==> config.mk <==
export PLATFORM = sky130hd
export DESIGN_NAME = sync_fifo_flags
export DESIGN_NICKNAME = d
export VERILOG_FILES = /design/src/rtl/sync_fifo_flags.sv
export SDC_FILE = /design/constraint.sdc
export NUM_CORES = 1
export LEC_CHECK = 0
export CORE_ASPECT_RATIO = 0.5
export CORE_UTILIZATION = 59
export CTS_CLUSTER_DIAMETER = 30
export DETAILED_ROUTE_END_ITERATION = 16
export GPL_TIMING_DRIVEN = 1
export PLACE_DENSITY = 0.81
export SLEW_MARGIN = 20
export SYNTH_ARGS = -nofsm -noshare
export SYNTH_HDL_FRONTEND = slang
export SYNTH_SLANG_ARGS = --single-unit
==> constraint.sdc <==
create_clock -name clk -period 3.25 [get_ports clk]
set_input_delay 0.65 -clock clk [delete_from_list [all_inputs] [get_ports clk]]
set_output_delay 0.65 -clock clk [all_outputs]
set_load 0.1 [all_outputs]
==> src/rtl/sync_fifo_flags.sv <==
`default_nettype none
// ============================================================================
//  Module      : sync_fifo_flags
//  Description : Parametrised single-clock FIFO with occupancy count,
//                programmable almost-full/almost-empty thresholds and sticky
//                overflow/underflow error flags cleared by clr_err.
//  Revision    : 1.0  initial release
// ============================================================================
module sync_fifo_flags #(
   parameter int DATA_W   = 8,
   parameter int DEPTH    = 16,
   parameter int AF_LEVEL = DEPTH - 2,
   parameter int AE_LEVEL = 2
) (
   input  logic                   clk,
   input  logic                   reset,
   input  logic [DATA_W-1:0]      data_in,
   input  logic                   we,
   input  logic                   re,
   input  logic                   clr_err,
   output logic [DATA_W-1:0]      data_out,
   output logic                   full,
   output logic                   empty,
   output logic                   almost_full,
   output logic                   almost_empty,
   output logic [$clog2(DEPTH):0] count,
   output logic                   overflow,
   output logic                   underflow
);

   localparam int          AW          = $clog2(DEPTH);
   localparam logic [AW:0] c_DEPTH     = (AW+1)'(DEPTH);
   localparam logic [AW:0] c_AF_LEVEL  = (AW+1)'(AF_LEVEL);
   localparam logic [AW:0] c_AE_LEVEL  = (AW+1)'(AE_LEVEL);

   logic [DATA_W-1:0] r_mem [DEPTH];
   logic [AW-1:0]     r_wr_ptr;
   logic [AW-1:0]     r_rd_ptr;
   logic [AW:0]       r_count;
   logic [DATA_W-1:0] r_data_out;
   logic              r_overflow;
   logic              r_underflow;

   logic              w_full;
   logic              w_empty;
   logic              w_wr_ok;
   logic              w_rd_ok;

   // Flags are pure decodes of the registered count, so they move with it.
   assign w_full  = (r_count == c_DEPTH);
   assign w_empty = (r_count == '0);

   // When full a simultaneous read still drains, when empty a simultaneous
   // write still fills; the other side of the pair is rejected.
   assign w_wr_ok = we & ~w_full;
   assign w_rd_ok = re & ~w_empty;

   // Storage array: no reset, only written on an accepted write.
   always_ff @(posedge clk) begin
      if (w_wr_ok) begin
         r_mem[r_wr_ptr] <= data_in;
      end
   end

   // Pointers wrap naturally at DEPTH (power of two).
   always_ff @(posedge clk or posedge reset) begin
      if (reset) begin
         r_wr_ptr <= '0;
         r_rd_ptr <= '0;
      end else begin
         if (w_wr_ok) r_wr_ptr <= r_wr_ptr + 1'b1;
         if (w_rd_ok) r_rd_ptr <= r_rd_ptr + 1'b1;
      end
   end

   // Registered read data; holds when no read is accepted (no fall-through).
   always_ff @(posedge clk or posedge reset) begin
      if (reset) begin
         r_data_out <= '0;
      end else if (w_rd_ok) begin
         r_data_out <= r_mem[r_rd_ptr];
      end
   end

   // Occupancy: net change of accepted write minus accepted read.
   always_ff @(posedge clk or posedge reset) begin
      if (reset) begin
         r_count <= '0;
      end else begin
         case ({w_wr_ok, w_rd_ok})
            2'b10:   r_count <= r_count + 1'b1;
            2'b01:   r_count <= r_count - 1'b1;
            default: r_count <= r_count;
         endcase
      end
   end

   // Sticky error flags; a new error event in the same cycle beats clr_err.
   always_ff @(posedge clk or posedge reset) begin
      if (reset) begin
         r_overflow  <= 1'b0;
         r_underflow <= 1'b0;
      end else begin
         if (we & w_full)       r_overflow <= 1'b1;
         else if (clr_err)      r_overflow <= 1'b0;
         if (re & w_empty)      r_underflow <= 1'b1;
         else if (clr_err)      r_underflow <= 1'b0;
      end
   end

   assign data_out     = r_data_out;
   assign full         = w_full;
   assign empty        = w_empty;
   assign almost_full  = (r_count >= c_AF_LEVEL);
   assign almost_empty = (r_count <= c_AE_LEVEL);
   assign count        = r_count;
   assign overflow     = r_overflow;
   assign underflow    = r_underflow;

endmodule
`default_nettype wire
Word-level counts from Yosys, hierarchy flattened
Memory sizes are Yosys's and may differ from the RTL's. A register that Yosys moved wholly into a read port is not among the register bits.
Index checks and enable logic that the tools add are counted.
- flip-flop bits (word level): 15
- RAM bits: 128
- memories: 1
- $add $sub $neg: 4
- order comparisons: 2
- equal/unequal tests: 3
- muxes and demuxes: 6
- bitwise operators: 6
- reductions and logical operators: 4
- memory list (name ; depth ; bits a word ; rd ports ; clocked after Yosys merged registers in ; wr ports ; RTL line ; RTL):
    r_mem ; 16 ; 8 ; 1 ; 1 ; 1 ; 36 ; logic [DATA_W-1:0] r_mem [DEPTH];
- operator list (kind ; count):
    $pmux W5 S2 ; 1
    $add A4 B1 Y4 const B ; 2
    $reduce_bool A2 Y1 ; 3
    $add A5 B1 Y5 const B ; 1
    $eq A5 B5 Y1 const B ; 1
    $ge A5 B4 Y1 const B ; 1
    $le A5 B2 Y1 const B ; 1
    $logic_not A5 Y1 ; 1
    $mux W1 ; 5
    $sub A5 B1 Y5 const B ; 1
    $and A1 B1 Y1 ; 4
    $eq A2 B1 Y1 const B ; 1
    $eq A2 B2 Y1 const B ; 1
    $not A1 Y1 ; 2

Logic depth before layout (Yosys ltp)
- word-level depth: 5
- depth in mapped cells: 13
- gate-level depth less buffers: 10

Worst setup path after synthesis
OpenSTA, ideal clock, no wires.
- path type: reg2out
- from: register r_count[2], in the netlist count[2]
- to: output almost_empty
- data arrival time: 5766 ps
- data required time: 2600 ps
- slack: -3166 ps
- cell stages (with the launch flop): 3
- buffers on the path: 1
- cells stage by stage: dfrtp_1 > buf_2 > a2111oi_0
- word-level cells in the longest chain between the ends: 1
- ends and longest elaborated chain (item ; RTL line ; RTL):
    start, declared ; 39 ; logic [AW:0] r_count;
    start signal, assigned ; 91 ; 2'b10: r_count <= r_count + 1'b1;
    start signal, assigned ; 92 ; 2'b01: r_count <= r_count - 1'b1;
    start signal, assigned ; 93 ; default: r_count <= r_count;
    $le A5 B2 Y1 ; 115 ; assign almost_empty = (r_count <= c_AE_LEVEL);
    end, declared ; 25 ; output logic almost_empty,
Every way passes these cells.

Worst setup path in the final report
- from: register r_count[1], in the netlist count[1]
- to: register r_count[4], in the netlist count[4]
- word-level cells in the longest chain between the ends: 5
- elaborated cells on any way between the ends: 12
- ends and longest elaborated chain (item ; RTL line ; RTL):
    $logic_not A5 Y1 * ; 51 ; assign w_empty = (r_count == '0);
    $not A1 Y1 * ; 56 ; assign w_rd_ok = re & ~w_empty;
    $and A1 B1 Y1 * ; 56 ;
    net w_rd_ok ; 47 ; logic w_rd_ok;
    $eq A2 B1 Y1 / $eq A2 B2 Y1 (equally long branches) ; 90 ; case ({w_wr_ok, w_rd_ok})
    $pmux W5 S2 / $reduce_bool A2 Y1 (equally long branches) ; n/a ;
Mark *: on every way through the listed nets, which the timed path passes. The rest lies on a longest branch.
A chain may end at the register's enable or synchronous reset.

==> metrics.md <==
| Metric | Value |
|---|---|
| Post-CTS sizing | 0 |
| R2R Path End | count[4] |
| Final setup fails | 0 |
| Clock Path Buffers | 2 |
| Routed Antenna Nets | 0 |
| Worst EP arrival | 3.31 ns |
| Multi-input gate area | 0.00158 mm2 |
| CTS tree | built |
| Core area | 0.00976 mm2 |
| Yosys reg bits | 151 |
| Syn_nets | 347 |
| Design Area, Final | 0.00724 mm2 |
| Setup Fix Bufs, Post-CTS | 0 |
| Hold_buf cts | 0 |
| Pin count of the biggest net entering global routing | 24 |
| CTS sink cnt | 151 |
| Max_cap viols | 0 |
| Fmax | 0.334 GHz |
| RSZ-0062 raised after global routing | no |
| Worst-path maximum fanout | 11 |
| R2R Path Start | count[1] |
| Worst Max-Slew Pin Slew | 0.986 ns |
| Global Route Usage Sum | 26.1% |
| DRC | 0 |
| Ys async rst share | 15.2% |
| Number of global-route vias before repair | 3350 |
| Avg Cell Area, Syn | 18.8 um2 |
| Drt wl/cell | 24.6 um |
| EDFF count, synth | 128 |
| Hold Vio Cnt, Final | 0 |
| I/O pin count | 32 |
| Register clock-pin slew on the reported worst setup and hold paths | 0.06 ns |
| Iter 0 DRT Violations | 298 |
| HP Class | reg -> reg |
| Initial Util | 62.6% |
| Final min period | 3.00 ns |
| Inserted Clock Buffers | 17 |
| Area delta synth->final | 18.6% |
| Worst Hold Path Cells | 1 |
| Vias | 3349 |
| WS Path Type | reg -> reg |
| Vias per cell | 6.35 |
| PD cells | 994 mW/mm2 |
| Post-DP HPWL | 8.00 mm |
| Syn Std Cell Area | 0.00611 mm2 |
| Final Wtd Congestion | 0.840 |
| Number of fill cells in the layout | 547 |
| Cell Area, Placed | 0.00665 mm2 |
| Sequential share of the synthesized area | 72.3% |
| Maximum vdd ir drop | 515 uV |
| Leak Pwr | 2.57 nW |
| Ys Warns | 0 |
| FF+latch area | 0.00443 mm2 |
| Global route overflow | 0 |
| Outcome | finished clean |
| Final period util | 92.2% |
| Syn Inst Count | 325 |
| H-Tree Depth | 4 |
| Dominant synthesized flop cell | edfxtp_1 |
| Die height | 74.0 um |
| Worst skew pair latency | 0.43 ns |
| CP Data Required Time | 3.56 ns |
| Final WL | 12.9 mm |
| Max-slew violations | 0 |
| Max_slew headroom | 34.3% |
| First-pass detailed-route iteration total | 5 |
| Final TNS setup | 0 ns |
| Nets@finish | 401 |
| First-pass GRT wire length | 19.3 mm |
| Worst setup SP type | register |
| Share of layout cells above drive strength 1 | 29.1% |
| Distinct cells, synth | 39 |
| Final Skew | 0.0173 ns |
| IO buf count | 31 |
| Worst Setup End Kind | register |
| Clk root buf | clkbuf_16 |
| Site Rows | 25 |
| Total die area | 0.0108 mm2 |
| Worst Hold End | underflow |
| Path depth of the worst reg2reg path | 10 |
| ANT cells | 0 |
| Initial antenna violation count | 0 |
| Die Wd | 146 um |
| Min-delay src | underflow |
| R2R Setup Slk | 0.25 ns |
==> through the flow <==
| stage | total power [mW] | worst slack, ns | instances | util (%) | hold slack (ns) |
|---|---|---|---|---|---|
| 2_1_floorplan | 4.58 | 0.125 | 325 | - | 0.499 |
| 5_1_grt | 7.42 | 0.111 | 527 | 74.2 | 0.553 |
| 4_1_cts | 7.20 | 0.266 | 527 | 74.2 | 0.519 |
| 3_5_place_dp | 5.22 | 0.299 | 495 | 68.2 | 0.501 |
| 6_report | 7.20 | 0.253 | 527 | 74.2 | 0.524 |
| 3_3_place_gp | 5.13 | 0.384 | 495 | 68.2 | 0.503 |
==> sequential cells by signal, summed over array words and instances, names as in the netlist <==
register,count
r_rd_ptr,4
r_mem,128
r_wr_ptr,4
overflow,1
data_out,8
count,5
underflow,1
==> how the worst max path moves through the flow <==
stage	startpoint	cells past startpoint	endpoint
after floorplan	count[1]	13	count[4]
after global placement	count[1]	10	count[4]
after detailed placement	count[1]	10	count[4]
after CTS	count[1]	10	count[4]
after global routing	count[1]	10	count[4]
final	count[1]	10	count[4]
==> power breakdown <==
part	internal (mW)	leakage [nW]	switching [mW]	total [mW]
Sequential	2.41	1.43	0.415	2.82
Clock	1.24	0.283	0.727	1.96
Combinational	0.899	0.859	1.51	2.41
==> cells by family (layout without fill, tap and decap cells) <==
family,after synthesis,after routing,synth area share (%)
simple gates,54,54,4.22
flops,151,151,72.3
fa+ha+maj,9,9,1.84
mux,49,49,14.6
buf+inv,27,94,2.27
compound gates,25,25,3.32
xor+xnor,10,10,1.43
==> cells in the final DEF, fill, tap and decap left out, types with 7 or more instances in the layout <==
cell             instances
o221ai_1                 8
nand2_1                 21
mux4_2                  32
ha_1                     9
mux2i_1                 16
clkbuf_16               17
inv_1                    7
clkdlybuf4s50_1         12
dfrtp_1                 18
edfxtp_1               128
nor2_1                  15
xnor2_1                  7
buf_4                   41
==> cells in the mapped netlist (2+ instances only) <==
cell type  number  share of area [%]
a21oi_1         3               0.25
a22o_1          2               0.29
buf_1           2               0.12
buf_2           9               0.74
buf_6           3               0.55
clkbuf_1        4               0.25
dfrtp_1        23                9.4
edfxtp_1      128                 63
ha_1            9                1.8
inv_1           7               0.43
mux2i_1        16                2.6
mux4_2         32                 12
nand2_1        21                1.3
nand2b_1        4               0.41
nor2_1         15               0.92
nor3_1          6               0.49
o21ai_0         4               0.33
o221ai_1        8                1.1
xnor2_1         7                1.0
xor2_1          3               0.43
==> per-layer routing <==
layer  global-route usage (%)  vias to the layer above  routed length (um)
met5                        0                        -                   0
met4                     11.6                        0                 207
met3                     6.50                       19                1060
met2                     43.1                      182                6420
met1                     34.4                     1748                5260
li1                         -                     1400                   -
==> worst max-delay path, cell delays in order (launching register included) <==
cell and delay, ns:
dfrtp_2 0.49, or3_4 0.45, o31ai_4 0.48, inv_2 0.16
ha_1 0.24, buf_4 0.17, ha_1 0.33, o211a_1 0.13
o31ai_1 0.19, a31oi_1 0.09, xnor2_1 0.14
==> cell type report <==
| cell class | count | share of cell area, % |
|---|---|---|
| sequential | 151 | 61.1 |
| inverter | 8 | 0.415 |
| tap | 135 | 2.33 |
| clock inverter | 10 | 1.74 |
| clock buffer | 22 | 6.41 |
| multi-input combinational | 147 | 21.8 |
| timing repair buffer | 54 | 6.18 |
Note: power is estimated with default switching activity, not from simulation.
